$ cat src/rtl/cam_capture_ctrl.sv
// Camera byte-stream capture sequencer.
// Pairs bytes into words and drives frame-buffer writes.
module cam_capture_ctrl #(
  parameter int H_ACTIVE = 640,
  parameter int V_ACTIVE = 480,
  parameter int ADDR_W   = 19
) (
  input  logic              pclk,
  input  logic              reset,
  input  logic              vsync,
  input  logic              href,
  input  logic [7:0]        byte_camera,
  input  logic              start,
  input  logic              continuous,
  input  logic              stop,
  output logic              busy,
  output logic              wr_en,
  output logic [ADDR_W-1:0] wr_addr,
  output logic [15:0]       pixel_data,
  output logic [9:0]        line_idx,
  output logic              frame_done,
  output logic [7:0]        frame_count,
  output logic              err_line_len,
  output logic              err_frame_len
);

  // col saturates one past H_ACTIVE so long lines stay detectable
  localparam int COL_W = $clog2(H_ACTIVE + 2);
  localparam logic [COL_W-1:0] COL_END = COL_W'(H_ACTIVE);
  localparam logic [COL_W-1:0] COL_SAT = COL_W'(H_ACTIVE + 1);
  localparam logic [9:0] LAST_LINE = 10'(V_ACTIVE - 1);

  typedef enum logic [2:0] {
    S_IDLE,
    S_ARMED,
    S_SYNC,
    S_ACTIVE,
    S_DONE
  } state_t;

  state_t state, state_nx;

  logic              vsync_d;
  logic              href_d;
  logic              vs_rise;
  logic              href_fall;
  logic              phase;
  logic [7:0]        hi_byte;
  logic [COL_W-1:0]  col;
  logic [ADDR_W-1:0] line_base;
  logic              stop_pending;
  logic              in_active;
  logic              word_in;
  logic              line_end;
  logic              last_line;
  logic              take_start;

  assign vs_rise    = vsync & ~vsync_d;
  assign href_fall  = href_d & ~href;
  assign in_active  = (state == S_ACTIVE);
  assign word_in    = in_active & ~vs_rise & href & phase;
  assign line_end   = in_active & ~vs_rise & href_fall;
  assign last_line  = (line_idx == LAST_LINE);
  assign take_start = (state == S_IDLE) & start;

  // State register
  always_ff @(posedge pclk or posedge reset) begin
    if (reset) state <= S_IDLE;
    else       state <= state_nx;
  end

  // Next-state decode
  always_comb begin
    state_nx = state;
    unique case (state)
      S_IDLE:   if (start) state_nx = S_ARMED;
      S_ARMED: begin
        if (stop)         state_nx = S_IDLE;
        else if (vs_rise) state_nx = S_SYNC;
      end
      S_SYNC: begin
        if (stop)        state_nx = S_IDLE;
        else if (!vsync) state_nx = S_ACTIVE;
      end
      S_ACTIVE: begin
        if (vs_rise)
          state_nx = S_SYNC;
        else if (line_end && last_line)
          state_nx = S_DONE;
      end
      S_DONE: begin
        if (continuous && !stop_pending && !stop)
          state_nx = S_ARMED;
        else
          state_nx = S_IDLE;
      end
      default:  state_nx = S_IDLE;
    endcase
  end

  // State-decoded outputs
  always_comb begin
    busy       = 1'b1;
    frame_done = 1'b0;
    unique case (1'b1)
      (state == S_IDLE): busy       = 1'b0;
      (state == S_DONE): frame_done = 1'b1;
      default: ;
    endcase
  end

  // Input delay registers for edge detection
  always_ff @(posedge pclk or posedge reset) begin
    if (reset) begin
      vsync_d <= 1'b0;
      href_d  <= 1'b0;
    end else begin
      vsync_d <= vsync;
      href_d  <= href;
    end
  end

  // Byte pairing; a half word is dropped outside ACTIVE
  always_ff @(posedge pclk or posedge reset) begin
    if (reset) begin
      phase   <= 1'b0;
      hi_byte <= '0;
    end else begin
      if (!in_active || line_end) phase <= 1'b0;
      else if (href)              phase <= ~phase;
      if (in_active && href && !phase)
        hi_byte <= byte_camera;
    end
  end

  // Column, row base and line counters
  always_ff @(posedge pclk or posedge reset) begin
    if (reset) begin
      col       <= '0;
      line_base <= '0;
      line_idx  <= '0;
    end else if (state == S_SYNC) begin
      col       <= '0;
      line_base <= '0;
      line_idx  <= '0;
    end else if (line_end) begin
      col       <= '0;
      line_base <= line_base + ADDR_W'(H_ACTIVE);
      line_idx  <= line_idx + 10'd1;
    end else if (word_in && col != COL_SAT) begin
      col <= col + 1'b1;
    end
  end

  // Registered frame-buffer write port
  always_ff @(posedge pclk or posedge reset) begin
    if (reset) begin
      wr_en      <= 1'b0;
      wr_addr    <= '0;
      pixel_data <= '0;
    end else begin
      wr_en <= word_in && (col < COL_END);
      if (word_in && (col < COL_END)) begin
        wr_addr    <= line_base + ADDR_W'(col);
        pixel_data <= {hi_byte, byte_camera};
      end
    end
  end

  // Completed-frame counter
  always_ff @(posedge pclk or posedge reset) begin
    if (reset)                frame_count <= '0;
    else if (state == S_DONE) frame_count <= frame_count + 8'd1;
  end

  // Sticky errors and deferred stop
  always_ff @(posedge pclk or posedge reset) begin
    if (reset) begin
      err_line_len  <= 1'b0;
      err_frame_len <= 1'b0;
      stop_pending  <= 1'b0;
    end else if (take_start) begin
      err_line_len  <= 1'b0;
      err_frame_len <= 1'b0;
      stop_pending  <= 1'b0;
    end else begin
      if (line_end && (col != COL_END || phase))
        err_line_len <= 1'b1;
      if (in_active && vs_rise)
        err_frame_len <= 1'b1;
      if (in_active && stop)
        stop_pending <= 1'b1;
      else if (state == S_DONE)
        stop_pending <= 1'b0;
    end
  end

endmodule

$ cat config.mk
export PLATFORM = sky130hd
export DESIGN_NAME = cam_capture_ctrl
export DESIGN_NICKNAME = d
export VERILOG_FILES = /design/src/rtl/cam_capture_ctrl.sv
export SDC_FILE = /design/constraint.sdc
export NUM_CORES = 1
export LEC_CHECK = 0
export ABC_AREA = 0
export CORE_MARGIN = 1
export CORE_UTILIZATION = 50
export CTS_CLUSTER_SIZE = 20
export DETAILED_ROUTE_END_ITERATION = 7
export PLACE_DENSITY = 0.85
export SLEW_MARGIN = 30
export SYNTH_ARGS = -nofsm -noshare
export SYNTH_HDL_FRONTEND = slang
export SYNTH_SLANG_ARGS = --single-unit
$ cat constraint.sdc
create_clock -name pclk -period 5.3 [get_ports pclk]
set_input_delay 0.53 -clock pclk [delete_from_list [all_inputs] [get_ports pclk]]
set_output_delay 0.53 -clock pclk [all_outputs]
set_load 0.05 [all_outputs]
==> qor.txt, run 1 <==
Run status -> complete, no violations
Area share of the largest cell type after synthesis -> 0.5289
Number of flops mapped to enable cells by yosys -> 0
Final GP Congestion -> 0.8468
Placeable core region -> 8382 um2
Wire length of the first global-routing pass -> 14720 um
Peak ir drop on the vdd network -> 310.2 uV
Layout cell share with drive strength beyond 1 -> 0.1279
Met2 routed WL -> 4340 um
Post-synthesis sequential area ratio -> 0.5289
Class of the tightest hold or removal check -> flip-flop to flip-flop
Shortest period the worst path allows -> 3.094 ns
Sequential Power Share -> 0.442
X dimension of the die -> 95.82 um
Fraction of power consumed by the clock network -> 0.210
Hold_sp -> frame_count[7]$_DFFE_PP0P_
Headroom to the max-slew limit -> 0.4319
Count of port buffers added during placement -> 72
R2R Setup Slk -> 2.21 ns
Total DRC errors in the routed layout -> 0
FF-to-FF Start -> state[0]$_DFFE_PP0P_
Number of design-rule violations left by the first detailed-router iteration -> 185
Number of buffers created by CTS -> 9
Worst hold path depth -> 1
Initial Util -> 0.5250
Worst-Margin Slew -> 0.8490 ns
# Post-CTS Setup Buffers -> 0
Number of top-level pins -> 73
DP Worst Slack -> 1.911 ns
Commonest cells after routing, fill and taps aside -> sky130_fd_sc_hd__dfrtp_1, sky130_fd_sc_hd__clkdlybuf4s50_1, sky130_fd_sc_hd__mux2_2
Fmax -> 323.2 MHz
Worst r2r dst -> pixel_data[15]$_DFFE_PP0P_
Antenna diode count -> 0
Share of the clock period used by the worst path -> 0.5837
Setup ws final -> 2.206 ns
Combined area of the multi-input logic cells -> 1943 um2
Max Root-Sink Buffers -> 2
CTS tree -> built
Internal portion of total power -> 1.299 mW
Count of unique library cells instantiated by Yosys -> 53
Detailed-router iteration count before antenna repair -> 4
Avg Synthesized Cell Area -> 11.11 um2
M1 WL -> 4029 um
Wire length on met3 -> 383 um
Power per Cell Area -> 400.2 nW/um2
Hold-fix buffers at CTS -> 0
Worst skew pair latency -> 0.36 ns
Routed wirelength normalized by instance count -> 15.49 um
Root buffer selected by CTS -> sky130_fd_sc_hd__clkbuf_8
Unrepaired setup endpoints after global routing -> false
Number of instances in the synthesized netlist -> 396
Combinational group share of total power -> 0.348
Pin count of the biggest net entering global routing -> 52
Cell types occupying the most area after synthesis -> sky130_fd_sc_hd__dfrtp_1, sky130_fd_sc_hd__mux2_2, sky130_fd_sc_hd__xnor2_1, sky130_fd_sc_hd__a21oi_1, sky130_fd_sc_hd__ha_1
Final antenna-violating net count -> 0
Setup_tns -> 0 ns
Category of the most critical setup path -> flip-flop to flip-flop
Post-synthesis instance area -> 4400 um2
Number of global-route vias before repair -> 3154
Initial antenna violation count -> 0
CP required -> 5.54 ns
Resized Gates After CTS -> 0
Leakage -> 2.289 nW
Total global routing track utilization -> 0.2100
Number of failing hold endpoints at the final stage -> 0
Number of vias after detailed routing -> 3295
Cell taking the most area after synthesis -> sky130_fd_sc_hd__dfrtp_1
Length in cells of the worst reg-to-reg path -> 5
Clk sinks -> 93
Critical Path Start Type -> flip-flop
Number of levels in the clock H-tree -> 3
Most common library cell in the layout ignoring fill and taps -> sky130_fd_sc_hd__dfrtp_1
Switching share of power -> 0.3958
Most used flip-flop cell after synthesis -> sky130_fd_sc_hd__dfrtp_1
Global-route congestion overflow total -> 0
Setup-violating endpoint count in the final report -> 0
Crit end category -> flip-flop
Setup skew after layout -> 0.01249 ns
Clock-pin slew of the registers on the worst-case setup and hold paths -> 0.10 ns
Post-synthesis sequential element count -> 93
Net load switching power -> 850.7 uW
Die extent in y -> 95.82 um
Count of fill cells added during filler insertion -> 665
# Max-Cap Violations -> 0
Top routing layer in use -> met4
Detailed-route vias per instance -> 5.740
Share of flip-flops with an asynchronous set or reset after synthesis -> 1.000
Endpoint arrival time on the critical path -> 3.34 ns
Post-detailed-placement half-perimeter wirelength -> 6112 um
Yosys synthesis warning count -> 0
Synthesized net count -> 420
FP Rows -> 33
Detailed-route wire length -> 8892 um
Total area of sequential cells -> 2327 um2
Synth-to-layout area growth -> 22.04%
Die area -> 9181 um2
Capture endpoint of the worst hold path -> frame_count[7]$_DFFE_PP0P_
Number of nets in the finished design -> 488
Critical path peak fanout -> 43
Final Slew Violations -> 0
## registers in the layout, summed over array words and instances, names as in the netlist
signal and flops:
err_line_len 1, href_d 1, col 10, line_idx 10, phase 1, err_frame_len 1
hi_byte 8, stop_pending 1, pixel_data 16, vsync_d 1, wr_en 1, wr_addr 19
frame_count 8, line_base 12, state 3
## synthesized netlist by cell type (3+ instances only)
library cell,instances
sky130_fd_sc_hd__nor3_1,7
sky130_fd_sc_hd__or3_1,10
sky130_fd_sc_hd__mux2i_1,4
sky130_fd_sc_hd__nand3_1,11
sky130_fd_sc_hd__o31ai_1,9
sky130_fd_sc_hd__or4_1,8
sky130_fd_sc_hd__nor4_1,7
sky130_fd_sc_hd__nand4_1,9
sky130_fd_sc_hd__a21oi_1,28
sky130_fd_sc_hd__dfrtp_1,93
sky130_fd_sc_hd__and3_1,3
sky130_fd_sc_hd__mux2_2,35
sky130_fd_sc_hd__buf_4,3
sky130_fd_sc_hd__and4_1,3
sky130_fd_sc_hd__xor2_1,5
sky130_fd_sc_hd__ha_1,9
sky130_fd_sc_hd__nand2_1,24
sky130_fd_sc_hd__a31oi_1,4
sky130_fd_sc_hd__nor2_1,23
sky130_fd_sc_hd__clkbuf_1,10
sky130_fd_sc_hd__inv_1,12
sky130_fd_sc_hd__o21ai_0,20
sky130_fd_sc_hd__xnor2_1,20
## critical path: stages, from the launching register on
cell and delay [ns]:
sky130_fd_sc_hd__dfrtp_1 0.64, sky130_fd_sc_hd__and3b_1 0.33, sky130_fd_sc_hd__nand4_1 0.54, sky130_fd_sc_hd__or2_1 0.46, sky130_fd_sc_hd__inv_2 0.57, sky130_fd_sc_hd__mux2_2 0.41
## power groups by stage
| stage | Clock [mW] | Combinational [mW] | Sequential, mW |
|---|---|---|---|
| 3_5_place_dp | 0 | 0.746 | 0.963 |
| 5_1_grt | 0.493 | 0.796 | 0.972 |
| 2_1_floorplan | 0 | 0.266 | 1.20 |
| 4_1_cts | 0.465 | 0.751 | 0.949 |
| 6_report | 0.452 | 0.748 | 0.949 |
| 3_3_place_gp | 0 | 0.733 | 0.955 |
## logic make-up after synthesis
| group | Yosys count | share of synthesized area |
|---|---|---|
| and+or+nand+nor | 126 | 0.1646 |
| DFF | 93 | 0.5289 |
| AOI/OAI and AO/OA | 75 | 0.1015 |
| muxes | 39 | 0.09866 |
| buffers and inverters | 29 | 0.03099 |
| xor gates and xnor gates | 25 | 0.04976 |
| adders and majority gates | 9 | 0.02559 |
## metrics by stage
step | cells | utilization | hold WS [ns] | power, mW | instance area, um2
floorplan | 396 | - | 0.4603 | 1.463 | 4400
global placement | 558 | 0.6173 | 0.4614 | 1.688 | 5174
detailed placement | 558 | 0.6173 | 0.4671 | 1.709 | 5174
CTS | 574 | 0.6398 | 0.4823 | 2.164 | 5363
global route | 574 | 0.6407 | 0.4899 | 2.261 | 5370
finish | 574 | 0.6407 | 0.4755 | 2.149 | 5370
## final cells by class
class                           instances  area share
Sequential cell                        93      0.4334
Clock buffer                            9     0.02307
Inverter                               13    0.009553
Multi-Input combinational cell        274      0.3618
Timing Repair Buffer                   73      0.1356
Tap cell                              105     0.02446
Clock inverter                          7     0.01212
## worst max path at each step
stage | slack, ns | depth (start not counted) | from | endpoint
after detailed placement | 1.91 | 6 | vsync | pixel_data[5]$_DFFE_PP0P_
final | 2.21 | 5 | state[0]$_DFFE_PP0P_ | pixel_data[15]$_DFFE_PP0P_
after floorplan | 2.35 | 1 | reset | col[0]$_DFFE_PP0P_
after global placement | 2.07 | 6 | vsync | wr_addr[3]$_DFFE_PP0P_
after global routing | 1.99 | 5 | state[0]$_DFFE_PP0P_ | wr_addr[2]$_DFFE_PP0P_
after CTS | 2.22 | 5 | state[1]$_DFFE_PP0P_ | pixel_data[15]$_DFFE_PP0P_
## metal layers
layer  GRT usage  up-vias
met5           0        -
met4     0.06841        0
met3     0.05450       13
met2      0.3405       84
met1      0.2756     1617
li1            -     1581
Power figures use the tool's default switching activity.
==> inputs of run 2 (changes only) <==
--- a/config.mk
+++ b/config.mk
@@ -7,7 +7,7 @@
 export LEC_CHECK = 0
 export ABC_AREA = 0
 export CORE_MARGIN = 1
-export CORE_UTILIZATION = 50
+export CORE_UTILIZATION = 48
 export CTS_CLUSTER_SIZE = 20
 export DETAILED_ROUTE_END_ITERATION = 7
 export PLACE_DENSITY = 0.85
==> constraint.sdc (replaced) <==
create_clock -name pclk -period 2.8 [get_ports pclk]
set_input_delay 0.28 -clock pclk [delete_from_list [all_inputs] [get_ports pclk]]
set_output_delay 0.28 -clock pclk [all_outputs]
set_load 0.05 [all_outputs]
==> run 2 against run 1 <==
The flow now finishes with violations (design-rule violations). Die area is 4.1% higher. Via count is 0.91% higher. Count of clock-buffer cells in the layout stayed put. Routed wire length is 5.3% higher. Critical path type is now flip-flop to output port. Combinational power is 100% higher. Global-route usage hardly changed. Utilization is 2.3 points lower. Hold slack worse by 0.15 ns. Register-to-register slack worse by 1.7 ns. Critical path depth is 2 lower.
==> qor.txt, run 2 (synthesized netlist as in run 1, its figures left out) <==
Peak ir drop on the vdd network -> 507.6 uV (+64%)
Category of the most critical setup path -> flip-flop to output port
Most congested layer reported by global routing -> met2
Wire length of the first global-routing pass -> 16040 um (+9.0%)
Setup_tns -> 0 ns (unchanged)
Initial antenna violation count -> 0 (unchanged)
Synth-to-layout area growth -> 23.60%
Met1 GRT Util -> 0.2655 (-0.01013)
Worst r2r dst -> wr_addr[18]$_DFFE_PP0P_
Length in cells of the worst reg-to-reg path -> 7 (+2)
Antenna diode count -> 0 (unchanged)
Met2 Usage GRT -> 0.3557 (+0.01522)
Headroom to the max-slew limit -> 0.5007 (+0.06880)
Clock-pin slew of the registers on the worst-case setup and hold paths -> 0.10 ns (about the same)
DP Worst Slack -> 0.3883 ns (-1.523 ns)
Resized Gates After CTS -> 0 (unchanged)
Number of nets in the finished design -> 498 (+2.0%)
Run status -> finished, violations left
Number of global-route vias before repair -> 3313 (+5.0%)
Critical Path Start Type -> flip-flop
Die extent in y -> 97.75 um (+2.0%)
Max Root-Sink Buffers -> 2 (unchanged)
Total global routing track utilization -> 0.2103 (+0.0003231)
Total placed instance area -> 5265 um2 (+1.8%)
Setup ws final -> 0.4065 ns (-1.800 ns)
CP startpoint -> state[2]$_DFFE_PP0P_
Detailed-route wire length -> 9365 um (+5.3%)
Total DRC errors in the routed layout -> 8 (+8)
Layout cell share with drive strength beyond 1 -> 0.1461 (+0.01821)
PnR Total Power -> 4.071 mW (+89%)
Count of fill cells added during filler insertion -> 714 (+7.4%)
Root buffer selected by CTS -> sky130_fd_sc_hd__clkbuf_8
Number of design-rule violations left by the first detailed-router iteration -> 238 (+29%)
Post-detailed-placement half-perimeter wirelength -> 6688 um (+9.4%)
Combined area of the multi-input logic cells -> 1937 um2 (-0.32%)
Fmax -> 417.8 MHz
Largest reg by FF count -> wr_addr
Power per Cell Area -> 748.4 nW/um2 (+87%)
Total area of sequential cells -> 2327 um2 (unchanged)
Final GP Congestion -> 0.8714 (+2.9%)
Final antenna-violating net count -> 0 (unchanged)
Final std cells w/o fill -> 587 (+2.3%)
Detailed-route vias per instance -> 5.664 (-1.3%)
Pin count of the biggest net entering global routing -> 56 (+7.7%)
Final instance area -> 5439 um2 (+1.3%)
Most common library cell in the layout ignoring fill and taps -> sky130_fd_sc_hd__dfrtp_1
CTS tree -> built
X dimension of the die -> 97.75 um (+2.0%)
Hold-fix buffers at CTS -> 0 (unchanged)
Count of port buffers added during placement -> 72 (unchanged)
Setup skew after layout -> 0.01069 ns (-0.001797 ns)
FF-to-FF Start -> state[2]$_DFFE_PP0P_
Number of levels in the clock H-tree -> 3 (unchanged)
Critical path peak fanout -> 12 (-72%)
Unrepaired setup endpoints after global routing -> false
Critical path destination -> frame_done
Worst skew pair latency -> 0.36 ns (about the same)
Clk sinks -> 93 (unchanged)
Violated checks -> design-rule violations
# Post-CTS Setup Buffers -> 0 (unchanged)
Number of vias after detailed routing -> 3325 (+0.91%)
Endpoint arrival time on the critical path -> 2.11 ns (-1.23 ns)
Final Slew Violations -> 0 (unchanged)
Commonest cells after routing, fill and taps aside -> sky130_fd_sc_hd__dfrtp_1, sky130_fd_sc_hd__clkdlybuf4s50_1, sky130_fd_sc_hd__mux2_2
Crit end category -> output port
Number of flip-flops in the largest register -> 19 (unchanged)
Number of top-level pins -> 73 (unchanged)
Routed wirelength normalized by instance count -> 15.95 um (+3.0%)
Setup-violating endpoint count in the final report -> 0 (unchanged)
Dpl cells -> 571 (+2.3%)
Share of the clock period used by the worst path -> 0.8548
# Max-Cap Violations -> 0 (unchanged)
Die area -> 9554 um2 (+4.1%)
Worst-Margin Slew -> 0.7444 ns (-0.1046 ns)
Initial Util -> 0.4997 (-0.02529)
Class of the tightest hold or removal check -> primary input to asynchronous set/reset pin
Placeable core region -> 8806 um2 (+5.1%)
Number of failing hold endpoints at the final stage -> 0 (unchanged)
R2R Setup Slk -> 0.51 ns (-1.70 ns)
Shortest period the worst path allows -> 2.394 ns
CP required -> 2.52 ns (-3.02 ns)
Grt met3 use -> 0.04510 (-0.009406)
Detailed-router iteration count before antenna repair -> 6 (+2)
Global-route congestion overflow total -> 0 (unchanged)
Leakage -> 2.329 nW (+1.7%)
Number of buffers created by CTS -> 9 (unchanged)
FP Rows -> 34 (+3.0%)
Top flop regs -> wr_addr (19), pixel_data (16), line_base (12)
[run 2: worst min-delay path by stage]
stage | startpoint | end | slack [ns] | cells past startpoint
after floorplan | href | href_d$_DFF_PP0_ | 0.31 | 0
after global placement | frame_count[7]$_DFFE_PP0P_ | frame_count[7]$_DFFE_PP0P_ | 0.46 | 1
after detailed placement | frame_count[7]$_DFFE_PP0P_ | frame_count[7]$_DFFE_PP0P_ | 0.47 | 1
after CTS | reset | pixel_data[15]$_DFFE_PP0P_ | 0.34 | 2
after global routing | reset | pixel_data[2]$_DFFE_PP0P_ | 0.38 | 2
final | reset | pixel_data[15]$_DFFE_PP0P_ | 0.33 | 2
[run 2: critical path, cell delays in order, from the launching register on]
cell and delay (ns):
sky130_fd_sc_hd__dfrtp_1 0.56, sky130_fd_sc_hd__nor3b_2 0.22, sky130_fd_sc_hd__buf_4 0.17, sky130_fd_sc_hd__clkdlybuf4s50_1 0.80
[run 2: area by class of cell]
cell class / instances / share of cell area
Timing Repair Buffer: 83 / 0.1500
Inverter: 13 / 0.009202
Sequential cell: 93 / 0.4279
Tap cell: 108 / 0.02484
Multi-Input combinational cell: 274 / 0.3561
Clock buffer: 9 / 0.02277
Clock inverter: 7 / 0.009202
[run 2: stage by stage]
step	hold slack, ns	utilization
2_1_floorplan	0.3114	-
3_3_place_gp	0.4619	0.5979
3_5_place_dp	0.4653	0.5979
4_1_cts	0.3405	0.6176
5_1_grt	0.3839	0.6176
6_report	0.3299	0.6176
[run 2: layer usage]
metal,share of wire,vias to the layer above
li1,-,1593
met1,0.44,1643
met2,0.51,75
met3,0.036,14
met4,0.019,0
met5,0,-
[run 2: power breakdown]
| part | leakage [nW] | total, mW | internal, mW | switching, mW |
|---|---|---|---|---|
| logic | 0.984 | 1.51 | 0.558 | 0.949 |
| registers | 1.26 | 1.76 | 1.59 | 0.169 |
| clock network | 0.0820 | 0.806 | 0.326 | 0.481 |
==> inputs of run 3 (changes only) <==
--- a/config.mk
+++ b/config.mk
@@ -7,7 +7,7 @@
 export LEC_CHECK = 0
 export ABC_AREA = 0
 export CORE_MARGIN = 1
-export CORE_UTILIZATION = 48
+export CORE_UTILIZATION = 50
 export CTS_CLUSTER_SIZE = 20
 export DETAILED_ROUTE_END_ITERATION = 7
 export PLACE_DENSITY = 0.85
==> constraint.sdc (replaced) <==
create_clock -name pclk -period 2.5 [get_ports pclk]
set_input_delay 0.25 -clock pclk [delete_from_list [all_inputs] [get_ports pclk]]
set_output_delay 0.25 -clock pclk [all_outputs]
set_load 0.05 [all_outputs]
==> run 3 against run 2 <==
The run now ends clean. Cell count down 0.17%. Critical path depth unchanged. Clock skew about the same. Die area down 3.9%. Setup slack worse by 0.29 ns. Sequential power up 12%. Sequential cell count unchanged. Via count up 1.6%. Count of clock-buffer cells in the layout up 1. First-iteration DRC count down 24%. Final area up 1.6%. Total power up 18%.
==> qor.txt, run 3 (synthesized netlist as in run 1, its figures left out) <==
Setup-violating endpoint count in the final report -> 0 (unchanged)
Pin count of the biggest net entering global routing -> 44 (-21%)
Worst skew pair latency -> 0.38 ns (+0.02 ns)
Initial Util -> 0.5250 (+0.02529)
Length in cells of the worst reg-to-reg path -> 4 (-3)
Root buffer selected by CTS -> sky130_fd_sc_hd__clkbuf_8
# Post-CTS Setup Buffers -> 0 (unchanged)
Clk sinks -> 93 (unchanged)
Number of buffers created by CTS -> 9 (unchanged)
Utilization of the core after routing -> 0.6592 (+0.04156)
Combinational group share of total power -> 0.352 (-0.018)
Number of vias after detailed routing -> 3379 (+1.6%)
Final Slew Violations -> 0 (unchanged)
Detailed-router iteration count before antenna repair -> 4 (-2)
Placeable core region -> 8382 um2 (-4.8%)
Initial antenna violation count -> 0 (unchanged)
R2R Setup Slk -> 0.34 ns (-0.17 ns)
Most common library cell in the layout ignoring fill and taps -> sky130_fd_sc_hd__dfrtp_1
Clock-pin slew of the registers on the worst-case setup and hold paths -> 0.10 ns (about the same)
Number of nets in the finished design -> 500 (+0.40%)
Commonest cells after routing, fill and taps aside -> sky130_fd_sc_hd__dfrtp_1, sky130_fd_sc_hd__clkdlybuf4s50_1, sky130_fd_sc_hd__mux2_2
Antenna diode count -> 0 (unchanged)
Endpoint arrival time on the critical path -> 2.14 ns (+0.03 ns)
Number of failing hold endpoints at the final stage -> 0 (unchanged)
FF-to-FF Start -> state[2]$_DFFE_PP0P_
Switching share of power -> 0.3786 (-0.01403)
Critical Path Start Type -> flip-flop
Peak ir drop on the vdd network -> 603.5 uV (+19%)
Leakage -> 2.367 nW (+1.6%)
Layout cell share with drive strength beyond 1 -> 0.1476 (+0.001471)
Number of top-level pins -> 73 (unchanged)
Number of design-rule violations left by the first detailed-router iteration -> 180 (-24%)
Net load switching power -> 1.817 mW (+14%)
Hold-fix buffers at CTS -> 0 (unchanged)
Die extent in y -> 95.82 um (-2.0%)
Dpl cells -> 570 (-0.18%)
DP Worst Slack -> 0.2636 ns (-0.1246 ns)
Power per Cell Area -> 868.6 nW/um2 (+16%)
Detailed-route wire length -> 9479 um (+1.2%)
FP Rows -> 33 (-2.9%)
Setup ws final -> 0.1135 ns (-0.2930 ns)
Setup_tns -> 0 ns (unchanged)
Internal portion of total power -> 2.982 mW (+21%)
Count of port buffers added during placement -> 72 (unchanged)
Run status -> complete, no violations
Final std cells w/o fill -> 586 (-0.17%)
Share of the clock period used by the worst path -> 0.9546
Sequential Power Share -> 0.413 (-0.019)
Setup skew after layout -> 0.01099 ns (+0.0002956 ns)
Final antenna-violating net count -> 0 (unchanged)
Total DRC errors in the routed layout -> 0 (-8)
Wire length of the first global-routing pass -> 16100 um (+0.39%)
CTS tree -> built
Final GP Congestion -> 0.8812 (+1.1%)
Crit end category -> output port
X dimension of the die -> 95.82 um (-2.0%)
Global-route congestion overflow total -> 0 (unchanged)
Number of flip-flops in the largest register -> 19 (unchanged)
Resized Gates After CTS -> 0 (unchanged)
Post-detailed-placement half-perimeter wirelength -> 6674 um (-0.21%)
Class of the tightest hold or removal check -> primary input to asynchronous set/reset pin
CP required -> 2.25 ns (-0.27 ns)
Unrepaired setup endpoints after global routing -> false
Top flop regs -> wr_addr (19), pixel_data (16), line_base (12)
Shortest period the worst path allows -> 2.387 ns
Critical path peak fanout -> 11 (-1)
Routed wirelength normalized by instance count -> 16.18 um (+1.4%)
Max Root-Sink Buffers -> 2 (unchanged)
Detailed-route vias per instance -> 5.766 (+1.8%)
Number of levels in the clock H-tree -> 3 (unchanged)
# Max-Cap Violations -> 0 (unchanged)
Worst-Margin Slew -> 0.7681 ns (+0.02367 ns)
Headroom to the max-slew limit -> 0.4849 (-0.01588)
Total global routing track utilization -> 0.2290 (+0.01870)
Die area -> 9181 um2 (-3.9%)
Fmax -> 419.0 MHz
Category of the most critical setup path -> flip-flop to output port
Worst r2r dst -> line_base[14]$_DFFE_PP0P_
Number of global-route vias before repair -> 3397 (+2.5%)
Synth-to-layout area growth -> 25.56%
Fraction of power consumed by the clock network -> 0.235 (+0.037)
CP startpoint -> state[0]$_DFFE_PP0P_
Largest reg by FF count -> wr_addr
[run 3: cell count changes in the layout (fill, tap and decap cells not counted), sizes merged]
cell / delta
bufinv: +2
clkinv: -2
clkbuf: +1
buf: +2
clkinvlp: -1
[run 3: metal layers]
layer / global-route usage / part of all wire / wire (um)
met5: 0 / 0 / 0
met4: 0.1057 / 0.019 / 178
met3: 0.03555 / 0.037 / 353
met2: 0.3792 / 0.51 / 4799
met1: 0.2963 / 0.44 / 4148
[run 3: how the worst max path moves through the flow]
stage | end | slack [ns] | cells after the start
after floorplan | frame_count[7]$_DFFE_PP0P_ | 0.30 | 5
after global placement | line_base[14]$_DFFE_PP0P_ | 0.29 | 5
after detailed placement | line_base[14]$_DFFE_PP0P_ | 0.26 | 5
after CTS | busy | 0.11 | 3
after global routing | busy | 0.05 | 3
final | busy | 0.11 | 3
[run 3: stage by stage]
| stage | total power, mW | cell area (um2) | hold slack [ns] |
|---|---|---|---|
| 4_1_cts | 4.822 | 5525 | 0.2552 |
| 3_5_place_dp | 3.701 | 5304 | 0.4620 |
| 5_1_grt | 5.019 | 5525 | 0.2734 |
| 6_report | 4.799 | 5525 | 0.2376 |
| 2_1_floorplan | 3.101 | 4404 | 0.2814 |
| 3_3_place_gp | 3.640 | 5304 | 0.4643 |
[run 3: power groups by stage]
stage | Sequential, mW | Clock [mW] | Combinational, mW
after global placement | 1.99 | 0 | 1.65
after detailed placement | 2.01 | 0 | 1.69
after global routing | 2.02 | 1.20 | 1.79
final | 1.98 | 1.13 | 1.69
after CTS | 1.98 | 1.14 | 1.70
after floorplan | 2.54 | 0 | 0.565
[run 3: critical path, stage by stage (launching register included)]
cell,delay [ns]
sky130_fd_sc_hd__dfrtp_1,0.44
sky130_fd_sc_hd__buf_4,0.20
sky130_fd_sc_hd__or3_1,0.40
sky130_fd_sc_hd__clkdlybuf4s50_1,0.72
[run 3: cell type report]
| type | instances | area [um2] |
|---|---|---|
| clock inverters | 6 | 93.84 |
| well taps | 105 | 131.4 |
| fillers | 646 | 2856 |
| clock buffers | 10 | 127.6 |
| multi-input cells | 274 | 1937 |
| inverters | 13 | 52.55 |
| flip-flops and latches | 93 | 2327 |
| repair buffers | 85 | 855.8 |
